File: src/rtl/skinny_inv_shiftrows_deser.sv
// Cell-serial collector for one Skinny state (cell 15 first); applies inverse ShiftRows into a registered valid/ready output.
// Define SKINNY_INV_SR_DOUBLE_BUF_EN to add a second collect buffer so filling overlaps the held output.
module skinny_inv_shiftrows_deser #(
    parameter int W = 8
) (
    input  logic            clk,
    input  logic            rst_n,
    input  logic            clear,
    input  logic            in_valid,
    output logic            in_ready,
    input  logic [W-1:0]    in_cell,
    output logic            out_valid,
    input  logic            out_ready,
    output logic [16*W-1:0] out_state,
    output logic            busy
);

    localparam int SW = 16 * W;

`ifdef SKINNY_INV_SR_DOUBLE_BUF_EN
    localparam int COL_LO = 0;
`else
    localparam int COL_LO = W;
`endif

    typedef enum logic {
        FILL = 1'b0,
        HOLD = 1'b1
    } state_t;

    state_t           state_q, state_d;
    logic [3:0]       cnt_q, cnt_d;
    logic [SW-1:COL_LO] col_q, col_d;
    logic [SW-1:0]    out_q, out_d;
    logic             accept;
    logic             last;
    logic             pop;
    logic [SW-1:0]    assembled;

    function automatic logic [SW-1:0] inv_shift_rows(input logic [SW-1:0] s);
        logic [SW-1:0] r;
        r[SW-1 -: 4*W] = s[SW-1 -: 4*W];
        r[11*W +: W]   = s[10*W +: W];
        r[10*W +: W]   = s[9*W +: W];
        r[9*W +: W]    = s[8*W +: W];
        r[8*W +: W]    = s[11*W +: W];
        r[7*W +: W]    = s[5*W +: W];
        r[6*W +: W]    = s[4*W +: W];
        r[5*W +: W]    = s[7*W +: W];
        r[4*W +: W]    = s[6*W +: W];
        r[3*W +: W]    = s[0*W +: W];
        r[2*W +: W]    = s[3*W +: W];
        r[1*W +: W]    = s[2*W +: W];
        r[0*W +: W]    = s[1*W +: W];
        return r;
    endfunction

    // Cell 0 is the final accept, so it bypasses the collect register straight into the permutation.
    assign assembled = {col_q[SW-1:W], in_cell};
    assign out_valid = (state_q == HOLD);
    assign out_state = out_q;
    assign accept    = in_valid & in_ready;
    assign last      = accept & (cnt_q == 4'd15);
    assign pop       = out_valid & out_ready;

`ifdef SKINNY_INV_SR_DOUBLE_BUF_EN
    logic full_q, full_d;

    assign in_ready = ~full_q;
    assign busy     = (cnt_q != 4'd0) | out_valid | full_q;

    always_comb begin
        state_d = state_q;
        cnt_d   = cnt_q;
        col_d   = col_q;
        out_d   = out_q;
        full_d  = full_q;
        if (clear) begin
            state_d = FILL;
            cnt_d   = 4'd0;
            full_d  = 1'b0;
        end else begin
            if (accept) begin
                for (int k = 1; k < 16; k++) begin
                    if (cnt_q == 4'(15 - k)) col_d[k*W +: W] = in_cell;
                end
                if (cnt_q == 4'd15) col_d[W-1:0] = in_cell;
                cnt_d = cnt_q + 4'd1;
            end
            // A parked full buffer always drains first; in_ready is low while it is parked.
            if (full_q && (state_q == FILL || pop)) begin
                out_d   = inv_shift_rows(col_q);
                full_d  = 1'b0;
                state_d = HOLD;
            end else if (last && (state_q == FILL || pop)) begin
                out_d   = inv_shift_rows(assembled);
                state_d = HOLD;
            end else if (last) begin
                full_d  = 1'b1;
            end else if (pop) begin
                state_d = FILL;
            end
        end
    end

    always_ff @(posedge clk or negedge rst_n) begin
        if (!rst_n) full_q <= 1'b0;
        else        full_q <= full_d;
    end
`else
    assign in_ready = (state_q == FILL);
    assign busy     = (cnt_q != 4'd0) | out_valid;

    always_comb begin
        state_d = state_q;
        cnt_d   = cnt_q;
        col_d   = col_q;
        out_d   = out_q;
        if (clear) begin
            state_d = FILL;
            cnt_d   = 4'd0;
        end else begin
            if (accept) begin
                for (int k = 1; k < 16; k++) begin
                    if (cnt_q == 4'(15 - k)) col_d[k*W +: W] = in_cell;
                end
                cnt_d = cnt_q + 4'd1;
            end
            if (last) begin
                out_d   = inv_shift_rows(assembled);
                state_d = HOLD;
            end else if (pop) begin
                state_d = FILL;
            end
        end
    end
`endif

    always_ff @(posedge clk or negedge rst_n) begin
        if (!rst_n) begin
            state_q <= FILL;
            cnt_q   <= 4'd0;
            col_q   <= '0;
            out_q   <= '0;
        end else begin
            state_q <= state_d;
            cnt_q   <= cnt_d;
            col_q   <= col_d;
            out_q   <= out_d;
        end
    end

endmodule
File: config.mk
export PLATFORM = sky130hd
export DESIGN_NAME = skinny_inv_shiftrows_deser
export DESIGN_NICKNAME = d
export VERILOG_FILES = /design/src/rtl/skinny_inv_shiftrows_deser.sv
export SDC_FILE = /design/constraint.sdc
export NUM_CORES = 1
export LEC_CHECK = 0
export BUFFER_PORTS_ARGS = -buffer_cell sky130_fd_sc_hd__buf_2
export CAP_MARGIN = 20
export CORE_AREA = 2 2 137 126
export CTS_CLUSTER_DIAMETER = 40
export DETAILED_ROUTE_END_ITERATION = 10
export DIE_AREA = 0 0 139 128
export GPL_ROUTABILITY_DRIVEN = 0
export HOLD_SLACK_MARGIN = 0.15
export PLACE_DENSITY = 0.81
export SLEW_MARGIN = 0
export SYNTH_ARGS = -nofsm -noshare
export SYNTH_HDL_FRONTEND = slang
export SYNTH_SLANG_ARGS = --single-unit
File: constraint.sdc
create_clock -name clk -period 5.3 [get_ports clk]
set_input_delay 1.06 -clock clk [delete_from_list [all_inputs] [get_ports clk]]
set_output_delay 1.06 -clock clk [all_outputs]
set_load 0.02 [all_outputs]
After elaboration in Yosys (flattened, before gate mapping)
Index checks and enable logic that the tools add are counted.
Word-level totals
  register bits: 253
  latch bits: 0
  RAM bits: 0
  memory bits (read-only): 0
  input port bits: 13
  output and inout port bits: 131
  word-level logic and storage cells: 65
  memories kept: 0
Cells by class
  add/sub/neg operators: 1
  multiply operators: 0
  div/mod/pow operators: 0
  $lt $le $gt $ge: 0
  equality and inequality tests: 15
  shifts and indexed selects: 0
  muxes and demuxes: 5
  bitwise logic cells: 6
  reduce and logical (&&, ||, !) cells: 20
Operators with widths (number)
  3-bit AND reduction: 15
  4-bit equality test (second input constant): 8
  4-bit by 3-bit equality test with 1-bit output (second input constant): 4
  4-bit by 2-bit equality test with 1-bit output (second input constant): 2
  4-bit two-way mux: 2
  4-bit by 1-bit adder with 4-bit output (second input constant): 1
  4-bit by 1-bit equality test with 1-bit output (second input constant): 1
  4-bit logical NOT: 1
  4-bit nonzero test: 1
  1-bit AND: 3
  1-bit two-way mux: 3
  3-bit nonzero test: 1
  1-bit inverter: 2
  2-bit AND reduction: 1
  2-bit nonzero test: 1
  1-bit bitwise OR: 1

Longest topological paths before layout
Gate-level depths: netlist of the first run.
  depth after elaboration: 5
  gate-level depth with buffers: 6
  mapped depth without buffers: 5

Least setup slack after synthesis of the first run
No wires, ideal clock.
  kind: register to output
  from: register state_q, in the netlist out_valid
  to: output port busy
  data arrival time: 1.461 ns
  data required time: 4.240 ns
  path slack: 2.779 ns
  cell stages (with the launch flop): 3
  path buffers: 1
  cell sequence: dfrtp_1 -> buf_4 -> or4b_2
On the way
  longest elaborated chain between the ends: 1
RTL lines
  start: declaration: line 31  | state_t state_q, state_d;
  start signal: assignment: line 146  | state_q <= state_d;
  1-bit bitwise OR: line 112  | assign busy = (cnt_q != 4'd0) | out_valid;
  end: declaration: line 15  | output logic busy
No other way between the ends.

Final worst setup path of the first run
Ends and elaborated chain as after synthesis.

==> results of run 1 <==
## layer usage
metal  routed length (um)  share of wire, %
met3                 1090               5.5
met2                 9840                49
met4                  239               1.2
met5                    0                 0
met1                 8720                44
## logic make-up after synthesis
| logic type | after synthesis | synth area share, % |
|---|---|---|
| AND/OR/NAND/NOR | 36 | 3.18 |
| flip-flops | 253 | 64.6 |
| adder cells (fa/ha/maj) | 4 | 0.511 |
| XOR/XNOR | 2 | 0.179 |
| AO/OA/AOI/OAI | 3 | 0.191 |
| buffers and inverters | 32 | 2.77 |
| multiplexers | 249 | 28.6 |
## registers in the layout, summed over array words and instances (netlist names)
name,cells
cnt_q,4
col_q,120
out_state,128
out_valid,1
## layout make-up
class | instances | area (um^2)
inverter | 3 | 11.3
timing repair buffer | 146 | 761
clock inverter | 8 | 173
sequential | 253 | 6330
multi-input combinational | 294 | 3200
clock buffer | 45 | 888
antenna | 1 | 2.50
fill | 1050 | 4810
tap | 211 | 264
## through the flow
step	instances	area [um^2]	utilization (%)	hold WS (ps)	power, W
final	961	11600	70.7	476	0.00439
after floorplan	579	9800	-	459	0.00218
after detailed placement	907	10600	64.3	469	0.00228
after global routing	960	11600	70.7	499	0.00453
after global placement	907	10600	64.3	465	0.00226
after CTS	960	11600	70.7	481	0.00442
## power groups by stage
stage | logic (W) | registers [W] | clock network [W]
floorplan | 0.000105 | 0.00208 | 0
global placement | 0.000170 | 0.00209 | 0
detailed placement | 0.000180 | 0.00210 | 0
CTS | 0.000184 | 0.00207 | 0.00217
global route | 0.000199 | 0.00208 | 0.00226
finish | 0.000179 | 0.00207 | 0.00214
## worst paths after layout
path,start,end,slack (ps),cells after the start
worst min register to register,out_state[82],out_state[82],480,1
max in group asynchronous,rst_n,col_q[96],3430,2
worst min-delay path,out_state[82],out_state[82],480,1
worst max-delay path,out_valid,busy,2140,2
min in group asynchronous,rst_n,out_state[105],660,1
worst max register to register,cnt_q[1],out_state[111],2780,5
## worst max-delay path, cell delays in order, from the launching register on
cell	delay, ps
dfrtp_1	600
or4b_2	780
buf_2	200
## placed cells by master, fill, tap and decap left out, types with 2 or more instances in the layout
cell          n
buf_4         2
nor2b_2       2
buf_2       142
nor3b_4       3
clkbuf_8      6
inv_1         3
clkbuf_16    31
nor2_1        4
nand2_2       9
and4bb_1      2
dfrtp_1     253
clkinvlp_4    3
nand2b_1      2
mux2_2      132
clkbuf_1      8
bufinv_16     5
mux2_1      116
ha_1          4
and3_1        2
==> results.cfg, run 1 <==
[run_status]
status = complete, no violations

[synth]
ys_types = 35
syn_nets = 596
yosysWarnings = 0
synth_cells = 579
synth_area_leader_cell = dfrtp_1
synthFlopType = dfrtp_1
synth_top_area_share_pct = 64.6
syn_area_um2 = 9800
ys_ff_latch = 253
netlist_top_cells_area = dfrtp_1, mux2_2, mux2_1, buf_8, nand2_2
yosysSeqAreaShare_pct = 64.6
async_flop_share_pct = 100
avgSynthCellArea_um2 = 16.9
synth_most_common_cell = dfrtp_1
netlist_top_cells_count = dfrtp_1, mux2_2, mux2_1, buf_8, nand2_2
synth_edf_count = 0

[sta]
fin_crit_ps = 3160
fin_tns_setup_ps = 0
finalHoldViolations = 0
drv_slew = 0
worst_pin_slew_ps = 1140
setup_viol = 0
period_share_pct = 59.6
setup_slack_ps = 2140
maxSlewHeadroom_pct = 24.1
fmax_mhz = 316
rsz0062_at_grt = false
fin_skew_ps = 7.81

[floorplan]
die_h_um = 128
die_w_um = 139
rows = 45
core_region_area_um2 = 16400
ios = 144
initial_utilization_pct = 59.6
dieArea_um2 = 17800

[placement]
pre_cts_ws_ps = 2220
post-dp-hpwl_mm = 12.4
io_buffer_count = 143

[drt]
routed_wl_mm = 19.9
dr.first_iter.drc_count = 273
vias = 5280
first_pass_iters = 6
viasPerCell = 5.49
drc = 0
antenna_left = 0
post_drt_wl_per_cell_um = 20.7

[worst_setup_path]
start_kind = flip-flop
cp.arrival_ps = 2100
critical_path_class = flip-flop to output port
cp_max_fo = 14
end_kind = output port
cp_data_required_time_ps = 4240

[global_route]
use_met2_pct = 38.2
gr-usage-met3_pct = 5.12
grt_pass1_wl_mm = 32.1
grt_antenna_before_repair = 1
top_usage_layer = met2
met1_usage_pct = 31.8
grt_pass1_vias = 5600
gr-usage-all-layers_pct = 23.0
grt_remaining_overflow = 0
grt_max_degree = 153

[clock_tree]
post_cts_buffers = 0
cts_resized = 0
path_clk_slew_ps = 50
htreeDepth = 1
numCtsBuffers = 31
tritoncts = built
cts_buffer_depth = 3
cts-root-buf = clkbuf_16
clock-sinks = 253
cts_hold_buf = 0
insertion_delay_ps = 530

[power]
peakVddDrop_uv = 269
p_per_area_nw_per_um2 = 377
clkPwrFrac_pct = 48.8
p_sw_w = 0.000898
p_comb_share_pct = 4.1
switching_share_pct = 20.5
leakagePower_nw = 6.41
intPower_w = 0.00349
seqPwrFrac_pct = 47.1

[final_layout]
nets = 746
syn_to_final_growth_pct = 18.6
drive_above_1_share_pct = 45.5

[flow_run]
cap_violations = 0

[worst_hold_path]
hold_class = flip-flop to flip-flop
(Power assumes the default switching activity.)
==> run 2, diff against run 1 <==
Settings changed: CORE_AREA 2 2 137 126 to 2 2 150 137, DIE_AREA 0 0 139 128 to 0 0 152 139, PLACE_DENSITY 0.81 to 0.72.
Clock period 5.3 ns to 2.9 ns, I/O delays scaled along.
==> run 2 against run 1 <==
  * Worst setup slack worse by 1900 ps
  * Combinational power is 86% higher
  * Die area is 19% higher
  * Flip-flop and latch count stayed put
  * Sequential share of layout area is 0.38 points lower
  * Count of clock-buffer cells in the layout is 8 lower
  * Utilization is 11 points lower
  * Clock skew hardly changed
  * Critical endpoint unchanged
  * Routed wire length is 1.8% higher
  * Hold slack worse by 160 ps
  * Non-clock buffer count is 5 higher
==> results.cfg, run 2 (synthesized netlist as in run 1, its figures left out) <==
[clock_tree]
clock-sinks = 253
tritoncts = built
htreeDepth = 1
path_clk_slew_ps = 60
cts_buffer_depth = 3
cts_resized = 0
numCtsBuffers = 31
cts-root-buf = clkbuf_16
insertion_delay_ps = 530

[power]
p_per_area_nw_per_um2 = 660
total_power_w = 0.00773
peakVddDrop_uv = 416
leakagePower_nw = 6.44

[floorplan]
dieArea_um2 = 21100
initial_utilization_pct = 49.8
rows = 49
die_w_um = 152
core_region_area_um2 = 19700
ios = 144
die_h_um = 139

[worst_hold_path]
hold_class = input port to flip-flop
worstHoldStart = out_ready
hold-path-cell-count = 3
min_to = out_valid

[drt]
drc = 0
viasPerCell = 5.28
dr.first_iter.drc_count = 138
vias = 5352
antenna_left = 0
first_pass_iters = 4
post_drt_wl_per_cell_um = 20.0
routed_wl_mm = 20.2

[final_layout]
nets = 751
drive_above_1_share_pct = 47.0
fillerInstances = 1504
final_cell_mix = dfrtp_1, buf_2, mux2_2, mux2_1, clkbuf_16
syn_to_final_growth_pct = 19.5
mostFrequentLayoutCell = dfrtp_1
seq_area_um2 = 6330
final_cell_area_um2 = 11700
largest_register_ffs = 128
multi_input_area_um2 = 3200

[sta]
rsz0062_at_grt = false
period_share_pct = 92.0
setup_viol = 0
maxSlewHeadroom_pct = 58.1
worst_pin_slew_ps = 629
fin_tns_setup_ps = 0
fin_crit_ps = 2670
finalHoldViolations = 0
setup_slack_ps = 232
holdWs_ps = 314
fmax_mhz = 375
drv_slew = 0
fin_skew_ps = 8.11

[worst_setup_path]
critical_path_class = flip-flop to output port
reg2reg_slack_ps = 740
reg2reg_to = out_state[112]
rr_startpoint = cnt_q[1]
r2r.worst_path.cells = 5
end_kind = output port
start_kind = flip-flop
cp_max_fo = 14
cp.arrival_ps = 2090
cp_data_required_time_ps = 2320

[placement]
post_dp_cell_area_um2 = 10700
io_buffer_count = 143
pre_cts_ws_ps = 663
post-dp-hpwl_mm = 13.0

[global_route]
grt_max_degree = 80
grt_remaining_overflow = 0
gr-usage-all-layers_pct = 19.6
grt_antenna_before_repair = 1
grt_pass1_wl_mm = 32.9
grt_pass1_vias = 5771

[flow_run]
cap_violations = 0

[run_status]
status = complete, no violations
run 2: cell type report:
class	instances	share of cell area [%]
Multi-Input combinational cell	294	27.3
Inverter	3	0.0961
Antenna cell	1	0.0214
Timing Repair Buffer	151	7.26
Clock buffer	37	7.33
Clock inverter	19	1.20
Tap cell	255	2.72
Sequential cell	253	54.0
run 2: how the worst max path moves through the flow:
| stage | startpoint | to | slack, ps | depth (start not counted) |
|---|---|---|---|---|
| floorplan | out_valid | busy | 860 | 2 |
| global placement | clear | col_q[76] | 720 | 4 |
| detailed placement | clear | out_state[104] | 660 | 5 |
| CTS | out_valid | busy | 220 | 2 |
| global route | out_valid | busy | 150 | 2 |
| finish | out_valid | busy | 230 | 2 |
run 2: where the power goes:
| part | leakage, nW | total (W) | internal (W) | switching (W) |
|---|---|---|---|---|
| clock | 0.492 | 0.00362 | 0.00213 | 0.00149 |
| sequential | 3.48 | 0.00377 | 0.00369 | 0.0000806 |
| combinational | 2.46 | 0.000333 | 0.000152 | 0.000181 |
run 2: critical path: stages, from the launching register on:
cell     delay, ps
dfrtp_1        600
or4b_2         760
buf_2          190
run 2: metal layers:
layer,up-vias,share of wire (%),track usage (%)
met5,-,0,0
met4,0,1.6,4.28
met3,29,5.4,4.91
met2,116,48,32.3
met1,2830,45,26.5
li1,2377,-,-
run 2: stage by stage:
step	instances	util, %
floorplan	579	-
global placement	955	54.4
detailed placement	955	54.4
CTS	1012	59.5
global route	1013	59.5
finish	1013	59.5
run 2: repair_timing:
action	CTS	global route
hold endpoints to repair	75	0
hold buffers	1	0
setup buffers	0	0
==> run 3, diff against run 2 <==
Settings changed: CORE_AREA 2 2 150 137 to 2 2 154 141, DIE_AREA 0 0 152 139 to 0 0 156 143, PLACE_DENSITY 0.72 to 0.69.
==> run 3 against run 2 <==
  * First-iteration DRC count increased by 2.2%
  * Total power grew 3.4%
  * Design area up 0.57%
  * Sequential power barely moved
  * Flip-flop and latch count stayed put
  * Final cell count up 0.79%
  * Die area is 5.6% higher
  * Register-to-register slack about the same
  * Global-route usage decreased by 0.73 points
  * Largest cell class unchanged
  * Largest power group is now the clock network
  * Highest routed layer unchanged
==> results.cfg, run 3 (synthesized netlist as in run 1, its figures left out) <==
[placement]
pre_cts_ws_ps = 622
io_buffer_count = 143
post-dp-hpwl_mm = 13.4

[worst_setup_path]
critical_path_class = flip-flop to output port
cp.arrival_ps = 2070
cp_data_required_time_ps = 2320
worst-path-buf-inv = 1
path_cells = or4b_2 > buf_2
end_kind = output port
start_kind = flip-flop
cp_slowest_stage_delay_ps = 740
critPathTopFamily = simple AND/OR/NAND/NOR gates
cp_slowest_cell = or4b_2
cp_max_fo = 14

[sta]
setup_viol = 0
fmax_mhz = 377
fin_skew_ps = 16.7
drv_slew = 0
holdWs_ps = 322
setup_slack_ps = 250
maxSlewHeadroom_pct = 55.2
finalHoldViolations = 0
rsz0062_at_grt = false
fin_tns_setup_ps = 0
worst_pin_slew_ps = 672
fin_crit_ps = 2650
period_share_pct = 91.4

[final_layout]
multi_input_area_um2 = 3200
seq_area_um2 = 6330
syn_to_final_growth_pct = 20.2
fillerInstances = 1609
drive_above_1_share_pct = 46.3
largest_register_ffs = 128
fin_util_pct = 57.2
antennaDiodeCount = 0
nets = 754
final_cell_mix = dfrtp_1, buf_2, mux2_2, mux2_1, clkbuf_16
mostFrequentLayoutCell = dfrtp_1

[power]
switching_share_pct = 21.7
p_comb_share_pct = 4.2
p_per_area_nw_per_um2 = 678
seqPwrFrac_pct = 47.2
leakagePower_nw = 6.45
p_sw_w = 0.00173
peakVddDrop_uv = 427
clkPwrFrac_pct = 48.6
intPower_w = 0.00625

[global_route]
grt_pass1_vias = 5638
grt_max_degree = 83
grt_remaining_overflow = 0
grt_pass1_wl_mm = 32.3
grt_antenna_before_repair = 1
gr-usage-all-layers_pct = 18.8

[drt]
drc = 0
antenna_left = 0
viasPerCell = 5.26
dr.first_iter.drc_count = 141
routed_wl_mm = 20.8
vias = 5366
first_pass_iters = 4
post_drt_wl_per_cell_um = 20.4

[clock_tree]
clock-sinks = 253
cts_buffer_depth = 3
numCtsBuffers = 31
cts-root-buf = clkbuf_16
path_clk_slew_ps = 60
insertion_delay_ps = 550
tritoncts = built
htreeDepth = 1

[floorplan]
initial_utilization_pct = 47.6
die_h_um = 143
ios = 144
core_region_area_um2 = 20600
die_w_um = 156
dieArea_um2 = 22300
rows = 50

[worst_hold_path]
hold_class = input port to flip-flop

[run_status]
status = complete, no violations

[flow_run]
cap_violations = 0
-- run 3: changes by cell type in the layout (fill, tap and decap cells not counted), sizes merged --
cell,before,now
clkbuf,37,42
bufinv,0,4
clkinv,11,4
buf,150,153
clkinvlp,3,4
diode,1,0
inv,8,6
-- run 3: tightest hold or removal path, delay by kind of cell --
kind | cells | cell delay, ps
buffers and inverters | 1 | 80
AO/OA/AOI/OAI | 1 | 130
AND/OR/NAND/NOR | 1 | 40
-- run 3: path summary, 6_finish.rpt --
kind                           start       endpoint  slack [ps]  cells after the start
setup / recovery           out_valid           busy         250                      2
hold / removal             out_ready      out_valid         320                      3
setup reg to reg           out_valid      col_q[77]         730                      3
hold reg to reg            col_q[55]  out_state[39]         480                      1
max in group asynchronous      rst_n      col_q[17]        1480                      3
min in group asynchronous      rst_n  out_state[92]         630                      2
-- run 3: power by group through the flow --
stage	Combinational [W]	Sequential (W)	Clock (W)
2_1_floorplan	0.000192	0.00380	0
3_5_place_dp	0.000347	0.00383	0
5_1_grt	0.000377	0.00379	0.00410
4_1_cts	0.000350	0.00377	0.00395
6_report	0.000339	0.00377	0.00388
3_3_place_gp	0.000324	0.00382	0
-- run 3: per-layer routing --
metal	vias to the layer above	GRT usage, %	routed length, um	share of wire [%]
li1	2373	-	-	-
met1	2833	26.2	9470	45
met2	128	30.3	9690	47
met3	32	4.37	1210	5.8
met4	0	4.73	447	2.1
met5	-	0	0	0
-- run 3: metrics by stage --
stage	total power [W]	cell area (um^2)	instances
after floorplan	0.00399	9800	579
after detailed placement	0.00418	10700	963
after global routing	0.00827	11800	1021
after CTS	0.00807	11800	1021
after global placement	0.00414	10700	963
final	0.00799	11800	1021
-- run 3: repair_timing --
action | in CTS | in global routing
gates resized for setup | 0 | 0
hold buffers | 1 | 0
buffers inserted | 0 | 0
endpoints found under the hold margin | 75 | 0
-- run 3: layout make-up --
class	instances	share of cell area [%]
multi-input cells	294	27.2
repair buffers	154	7.31
flip-flops and latches	253	53.7
well taps	260	2.76
clock inverters	15	1.73
clock buffers	42	7.19
inverters	3	0.0956
